`src/rtl/imm_gen_pkg.sv`:
```
// ============================================================================
// imm_gen_pkg : RV64I opcode constants and immediate-format encoding
// Rev 1.0
// ============================================================================
`default_nettype none

package imm_gen_pkg;

  localparam logic [6:0] OP_IMM    = 7'b0010011;
  localparam logic [6:0] OP_IMM_32 = 7'b0011011;
  localparam logic [6:0] OP_LOAD   = 7'b0000011;
  localparam logic [6:0] OP_JALR   = 7'b1100111;
  localparam logic [6:0] OP_SYSTEM = 7'b1110011;
  localparam logic [6:0] OP_STORE  = 7'b0100011;
  localparam logic [6:0] OP_BRANCH = 7'b1100011;
  localparam logic [6:0] OP_LUI    = 7'b0110111;
  localparam logic [6:0] OP_AUIPC  = 7'b0010111;
  localparam logic [6:0] OP_JAL    = 7'b1101111;

  typedef enum logic [2:0] {
    FMT_NONE = 3'd0,
    FMT_I    = 3'd1,
    FMT_S    = 3'd2,
    FMT_B    = 3'd3,
    FMT_U    = 3'd4,
    FMT_J    = 3'd5
  } imm_fmt_e;

  // Case equality means X/Z opcode bits never match a listed opcode.
  function automatic imm_fmt_e opcode_fmt(input logic [6:0] op);
    imm_fmt_e fmt;
    case (op)
      OP_IMM, OP_IMM_32, OP_LOAD, OP_JALR, OP_SYSTEM: fmt = FMT_I;
      OP_STORE:                                       fmt = FMT_S;
      OP_BRANCH:                                      fmt = FMT_B;
      OP_LUI, OP_AUIPC:                               fmt = FMT_U;
      OP_JAL:                                         fmt = FMT_J;
      default:                                        fmt = FMT_NONE;
    endcase
    return fmt;
  endfunction

endpackage

`default_nettype wire

```
`src/rtl/imm_gen_if.sv`:
```
// ============================================================================
// imm_gen_if : instruction-in / immediate-out bus for the immediate generator
// Rev 1.0
// ============================================================================
`default_nettype none

interface imm_gen_if #(
  parameter int XLEN = 64
) ();

  logic [31:0]           inst_in;
  logic [XLEN-1:0]       inst_out;
  imm_gen_pkg::imm_fmt_e imm_fmt;

  modport master (
    output inst_in,
    input  inst_out,
    input  imm_fmt
  );

  modport slave (
    input  inst_in,
    output inst_out,
    output imm_fmt
  );

endinterface

`default_nettype wire

```
`src/rtl/imm_decode.sv`:
```
// ============================================================================
// imm_decode : combinational RV64I immediate extraction and format decode
// Rev 1.0
// ============================================================================
`default_nettype none

module imm_decode
  import imm_gen_pkg::*;
#(
  parameter int XLEN = 64
) (
  input  logic [31:0]     inst_i,
  output logic [XLEN-1:0] imm_o,
  output imm_fmt_e        fmt_o
);

  logic            sign;
  imm_fmt_e        fmt;
  logic [XLEN-1:0] imm;

  assign sign = inst_i[31];

  always_comb begin
    fmt = opcode_fmt(inst_i[6:0]);
    imm = '0;
    case (fmt)
      FMT_I: imm = {{(XLEN-12){sign}}, inst_i[31:20]};
      FMT_S: imm = {{(XLEN-12){sign}}, inst_i[31:25], inst_i[11:7]};
      FMT_B: imm = {{(XLEN-13){sign}}, inst_i[31], inst_i[7],
                    inst_i[30:25], inst_i[11:8], 1'b0};
      FMT_U: imm = {{(XLEN-32){sign}}, inst_i[31:12], 12'b0};
      FMT_J: imm = {{(XLEN-21){sign}}, inst_i[31], inst_i[19:12],
                    inst_i[20], inst_i[30:21], 1'b0};
      default: imm = '0;
    endcase
  end

  assign imm_o = imm;
  assign fmt_o = fmt;

endmodule

`default_nettype wire

```
`src/rtl/imm_gen.sv`:
```
// ============================================================================
// imm_gen : one-cycle registered RV64I immediate generator
// Rev 1.0
// ============================================================================
`default_nettype none

module imm_gen
  import imm_gen_pkg::*;
#(
  parameter int XLEN = 64
) (
  input  logic        clk,
  input  logic        reset,
  imm_gen_if.slave    bus
);

  logic [XLEN-1:0] imm_d;
  logic [XLEN-1:0] imm_q;
  imm_fmt_e        fmt_d;
  imm_fmt_e        fmt_q;

  imm_decode #(
    .XLEN (XLEN)
  ) u_decode (
    .inst_i (bus.inst_in),
    .imm_o  (imm_d),
    .fmt_o  (fmt_d)
  );

  // Active-low reset clears the outputs immediately, independent of clk.
  always_ff @(posedge clk or negedge reset) begin
    if (!reset) begin
      imm_q <= '0;
      fmt_q <= FMT_NONE;
    end else begin
      imm_q <= imm_d;
      fmt_q <= fmt_d;
    end
  end

  assign bus.inst_out = imm_q;
  assign bus.imm_fmt  = fmt_q;

endmodule

`default_nettype wire

```
`src/flat_wrapper.sv`:
```
// flat-port wrapper written by rule: the top's interface ports become plain ports
module imm_gen_flat import imm_gen_pkg::*;
#(
  parameter int XLEN = 64
)
  (clk, reset, bus_inst_in, bus_inst_out, bus_imm_fmt);
  imm_gen_if #(.XLEN(XLEN)) bus_i ();
  input  logic clk;
  input  logic reset;
  input wire logic [$bits(bus_i.inst_in)-1:0] bus_inst_in;
  output wire logic [$bits(bus_i.inst_out)-1:0] bus_inst_out;
  output wire logic [$bits(bus_i.imm_fmt)-1:0] bus_imm_fmt;
  assign bus_i.inst_in = bus_inst_in;
  assign bus_inst_out = bus_i.inst_out;
  assign bus_imm_fmt = bus_i.imm_fmt;
  imm_gen #(.XLEN(XLEN)) u_core (.clk(clk), .reset(reset), .bus(bus_i));
endmodule
```
`config.mk`:
```
export PLATFORM = sky130hd
export DESIGN_NAME = imm_gen_flat
export DESIGN_NICKNAME = d
export VERILOG_FILES = /design/src/rtl/imm_gen_pkg.sv /design/src/rtl/imm_gen_if.sv /design/src/rtl/imm_decode.sv /design/src/rtl/imm_gen.sv /design/src/flat_wrapper.sv
export SDC_FILE = /design/constraint.sdc
export NUM_CORES = 1
export LEC_CHECK = 0
export ABC_AREA = 1
export BUFFER_PORTS_ARGS = -buffer_cell sky130_fd_sc_hd__buf_2
export CAP_MARGIN = 10
export CORE_MARGIN = 1
export CORE_UTILIZATION = 35
export CTS_BUF_LIST = sky130_fd_sc_hd__clkbuf_16
export CTS_CLUSTER_SIZE = 10
export DETAILED_ROUTE_END_ITERATION = 10
export GPL_ROUTABILITY_DRIVEN = 0
export GPL_TIMING_DRIVEN = 0
export PLACE_DENSITY = 0.68
export SYNTH_ARGS = -nofsm -noshare
export SYNTH_HDL_FRONTEND = slang
export SYNTH_SLANG_ARGS = --single-unit
```
`constraint.sdc`:
```
create_clock -name clk -period 1 [get_ports clk]
set_input_delay 0.05 -clock clk [delete_from_list [all_inputs] [get_ports clk]]
set_output_delay 0.05 -clock clk [all_outputs]
set_load 0.1 [all_outputs]
```
# Word-level counts from Yosys, hierarchy flattened
# Index checks and enable logic that the tools add are counted.
# W data, S select, Z words.
# totals
reg_bits	67
in_bits	34
out_inout_bits	67
wordCells	21
# op_classes
eq_ne	15
muxes	2
reduce_logical	2
# ops
cell	count
$pmux W64 S5	1
$eq A7 B7 Y1 const B	4
$eq A7 B5 Y1 const B	3
$pmux W3 S5	1
$eq A7 B6 Y1 const B	2
$eq A7 B2 Y1 const B	1
$eq A3 B2 Y1 const B	2
$eq A3 B3 Y1 const B	2
$reduce_or A5 Y1	1
$eq A3 B1 Y1 const B	1
$reduce_or A2 Y1	1

# Logic depth before layout (Yosys ltp)
# depth
depth_word	5
ltp_mapped	15
mapped_depth_nobuf	15

# By module
# From an unflattened synthesis, not the netlist that was laid out.
# hier_totals
cells_unflattened	323
area_unflattened_um2	2861.5
# modules_own_cells
module	n_inst	cells_each	area_per_inst_um2	seq_area_each_um2
imm_gen	1	67	1676.6	1676.6
imm_decode	1	256	1184.9	0.0

# Worst setup path before layout
# Ideal clock, no wire load.
# synth_path
kind	register to output
from	register u_core.bus.inst_out[62] (netlist name)
to	output port bus_inst_out[32]
t_arrival_ns	1.839
t_required_ns	0.950
slack_ns	-0.889
path_stages_with_launch	2
n_path_buf	1
cell_sequence	dfrtp_1 -> buf_4
# synth_rtl
item	line_no	text
end: declaration	flat_wrapper.sv:11	output wire logic [$bits(bus_i.inst_out)-1:0] bus_inst_out;

# Final worst setup path
# layout_path
from	input port bus_inst_in[3]
to	register u_core.imm_q[2] (netlist: u_core.bus.inst_out[2])
# layout_via
elab_chain_len	5
elab_cells_between_ends	19
cone_classes	15 x eq/ne; 2 x mux; 2 x reduce/logical
# layout_rtl
item	line_no	text
start: declaration	flat_wrapper.sv:10	input wire logic [$bits(bus_i.inst_in)-1:0] bus_inst_in;
$eq A7 B5 Y1 (tied with other cells)	imm_gen_pkg.sv:32	case (op)
$reduce_or A5 Y1 / $reduce_or A2 Y1 (equally long branches)	imm_gen_pkg.sv:32	
$pmux W3 S5 (*)	imm_gen_pkg.sv:32	
net u_core.fmt_d[1]	imm_gen.sv:19	imm_fmt_e fmt_d;
$eq A3 B3 Y1 (tied with other cells)	imm_decode.sv:26	case (fmt)
$pmux W64 S5 (*)	imm_decode.sv:26	
net u_core.imm_d[2]	imm_gen.sv:17	logic [XLEN-1:0] imm_d;
end signal: assignment	imm_gen.sv:36	imm_q <= imm_d;
end: declaration	imm_gen.sv:18	logic [XLEN-1:0] imm_q;
# Mark *: on every way through the listed nets, which the timed path passes. The rest lies on a longest branch.

==> impl_metrics.env <==
export IMPL_die_y_um=73.73
export IMPL_clockBufferDepth=2
export IMPL_finalCritPeriodShare=1.426
export IMPL_synthTopCellsByArea="dfrtp_1 (49%), buf_4 (14%), nand2_1 (9.0%)"
export IMPL_cts_htree_levels=2
export IMPL_finalWirelength_um=8028
export IMPL_tightest_slew_ns=0.7987
export IMPL_slowest_delay_ns=0.18
export IMPL_p_switching_mw=0.9472
export IMPL_drt_vias_per_instance=4.813
export IMPL_power_frac_comb=0.146
export IMPL_peakVddDrop_mv=1.181
export IMPL_async_flop_share=1.000
export IMPL_synthCells=192
export IMPL_syn_num_nets=227
export IMPL_p_per_area_mw_per_mm2=833.5
export IMPL_drive_gt1_frac=0.7713
export IMPL_startpoint_type="primary input"
export IMPL_portBuffers=100
export IMPL_p_sw_frac=0.2722
export IMPL_fillers=200
export IMPL_grt_max_degree=36
export IMPL_rows=25
export IMPL_ys_warn_count=0
export IMPL_synth_area_per_cell_um2=9.377
export IMPL_cts_sinks=35
export IMPL_hold_class="in2async"
export IMPL_die_x_um=73.73
export IMPL_dpl_cell_area_mm2=0.002830
export IMPL_ys_ff_latch=35
export IMPL_crit_path_start="bus_inst_in[3]"
export IMPL_place_hpwl_um=3300
export IMPL_dieArea_mm2=0.005435
export IMPL_critPathMaxFanout=4
export IMPL_setup_ws_ns=-0.4256
export IMPL_hold_slack_ns=-0.1486
export IMPL_clkPwrFrac=0.445
export IMPL_seqPwrFrac=0.410
export IMPL_wl_per_cell_um=20.32
export IMPL_cts_tree="done"
export IMPL_hold_violations=35
export IMPL_pin_count=101
export IMPL_fin_total_pwr_mw=3.479
export IMPL_clk_root_buffer_cell="clkbuf_16"
export IMPL_drtAntennaViolNets=0
export IMPL_slowest_stage="a21oi_1"
export IMPL_finalNetCount=362
export IMPL_drc=0
export IMPL_p_leak_nw=1.991
export IMPL_worstPathRequired_ns=1.19
export IMPL_rsz0062_at_grt="yes"
export IMPL_cp_arrival_ns=1.62
export IMPL_ys_seq_area_frac=0.4864
export IMPL_path_common_cell="nor2_4"
export IMPL_post_route_min_period_ns=1.426
export IMPL_drt_first_iter_violations=77
export IMPL_yosysTopAreaCell="dfrtp_1"
export IMPL_grt_remaining_overflow=0
export IMPL_endpoint_kind="register"
export IMPL_max_freq_mhz=701.5
export IMPL_ys_types=25
export IMPL_grt_use_total=0.2818
export IMPL_slew_limit_headroom=0.4676
export IMPL_drt_pass1_iterations=4
export IMPL_maxCapViolCount=0
export IMPL_grt_first_pass_wirelength_um=10900
export IMPL_num_vias=1901
export IMPL_cp_cell_sequence="buf_8 -> nor2_4 -> nand2_4 -> nor2_4 -> buf_6 -> inv_4 -> ha_4 -> nor2_4 -> nand2_4 -> nand2_4 -> buf_6 -> inv_4 -> nor2_4 -> nand2_1 -> a21oi_1"
export IMPL_cts_buffers=5
export IMPL_antenna_found_initial=0
export IMPL_coreArea_mm2=0.004848
export IMPL_synth_top_area_share=0.4864
export IMPL_grt_pass1_vias=1982
export IMPL_synth_area_mm2=0.001800
export IMPL_yosysMostFrequentCell="nand2_1"
export IMPL_critical_path_class="in2reg"
export IMPL_synth_common_cells="nand2_1 (43), dfrtp_1 (35), buf_4 (33)"
export IMPL_synthFlopType="dfrtp_1"
export IMPL_fin_area_mm2=0.004174
export IMPL_p_int_mw=2.532
export IMPL_finalSetupViolations=67
export IMPL_start_util=0.3714
export IMPL_multi_input_area_um2=887.1
export IMPL_regArea_um2=879.6
export IMPL_clk_pin_slew_ns=0.06
export IMPL_violations="hold timing, setup timing"
export IMPL_antenna_cells=0
export IMPL_synth_edff_count=0
export IMPL_status="finished with violations"
export IMPL_areaGrowthSynthToFinish_pct=131.8
export IMPL_drv_slew=0
[per-stage QoR]
| stage | util | cells | hold WS (ns) | worst slack [ns] | setup TNS, ns |
|---|---|---|---|---|---|
| 2_1_floorplan | - | 192 | -0.2456 | -0.5387 | -25.93 |
| 3_3_place_gp | 0.5837 | 359 | 0.1573 | -0.8085 | -41.32 |
| 3_5_place_dp | 0.5837 | 359 | 0.1564 | -0.8469 | -42.73 |
| 4_1_cts | 0.8121 | 387 | -0.1345 | -0.4309 | -20.32 |
| 5_1_grt | 0.8609 | 395 | -0.09620 | -0.5084 | -23.41 |
| 6_report | 0.8609 | 395 | -0.1486 | -0.4256 | -20.50 |
[final timing paths]
| check | endpoint | slack (ns) |
|---|---|---|
| worst max-delay path | u_core.bus.inst_out[2] | -0.43 |
| worst min-delay path | u_core.bus.inst_out[10] | -0.15 |
| max in group asynchronous | u_core.bus.inst_out[62] | 0.57 |
| min in group clk | u_core.bus.inst_out[14] | 0 |
[layout make-up]
cell class,count,area share
Buffer,37,0.1541
Clock buffer,5,0.02998
Clock inverter,3,0.003897
Inverter,14,0.01739
Multi-Input combinational cell,106,0.2125
Sequential cell,35,0.2107
Tap cell,67,0.02008
Timing Repair Buffer,128,0.3513
[power groups by stage]
stage	clock, mW	combinational [mW]	sequential [mW]
finish	1.55	0.507	1.42
detailed placement	0	0.345	1.45
CTS	1.47	0.435	1.43
floorplan	0	0.157	1.49
global route	1.62	0.535	1.42
global placement	0	0.341	1.45
[worst max-delay path, delay by kind of cell]
kind            cells  cell delay (ns)
compound gates      1             0.18
fa+ha+maj           1             0.16
buf+inv             5             0.42
simple gates        8             0.80
[registers in the layout (all words and copies together), names as in the netlist]
signal,cells
u_core.bus.imm_fmt,3
u_core.bus.inst_out,32
[cell usage in the layout (no fill, tap or decap)]
cell type	Yosys	routed
nand2_4	2	11
clkinvlp_4	0	1
dfrtp_4	0	1
ha_4	0	1
nand2_8	0	1
nand3_4	1	3
dfrtp_1	35	34
inv_1	11	2
nand4_1	2	2
a21oi_4	0	2
a21oi_1	15	3
nor2_8	1	1
inv_4	1	4
inv_6	0	1
o31ai_4	0	1
nor2_1	12	8
a21oi_2	0	10
buf_16	0	2
nand2_2	6	15
buf_2	3	28
clkinv_2	0	1
buf_4	33	46
nand3_1	3	2
nand2_1	43	24
o21ai_2	11	7
buf_12	1	63
nor2_4	2	7
clkinv_4	0	1
or2_4	1	1
nor2_2	2	1
buf_8	0	4
inv_2	2	7
o21ai_4	0	6
clkbuf_16	0	5
buf_6	0	22
[timing repair]
item / CTS / global route
buffers inserted: 18 / 12
gates resized for setup: 204 / 53
setup endpoints to repair: 101 / 69
endpoints found under the hold margin: 35 / 35
pin swaps: 20 / 20
gates cloned: 4 / 0
[routing by layer]
metal  share of wire  wire (µm)  GRT usage  vias to the layer above
met3           0.055        438    0.04527                       25
met4           0.035        282     0.1261                        0
met1            0.35       2781     0.3135                      932
met5               0          0          0                        -
li1                -          -          -                      844
met2            0.56       4524     0.5229                      100
[logic make-up (layout without fill, tap and decap cells)]
group	Yosys count	after routing	share of synthesized area
adders and majority gates	1	1	0.006948
DFF	35	35	0.4864
buffers and inverters	51	187	0.1876
and+or+nand+nor	76	76	0.2140
AOI/OAI and AO/OA	29	29	0.1049
(Power assumes the default switching activity.)
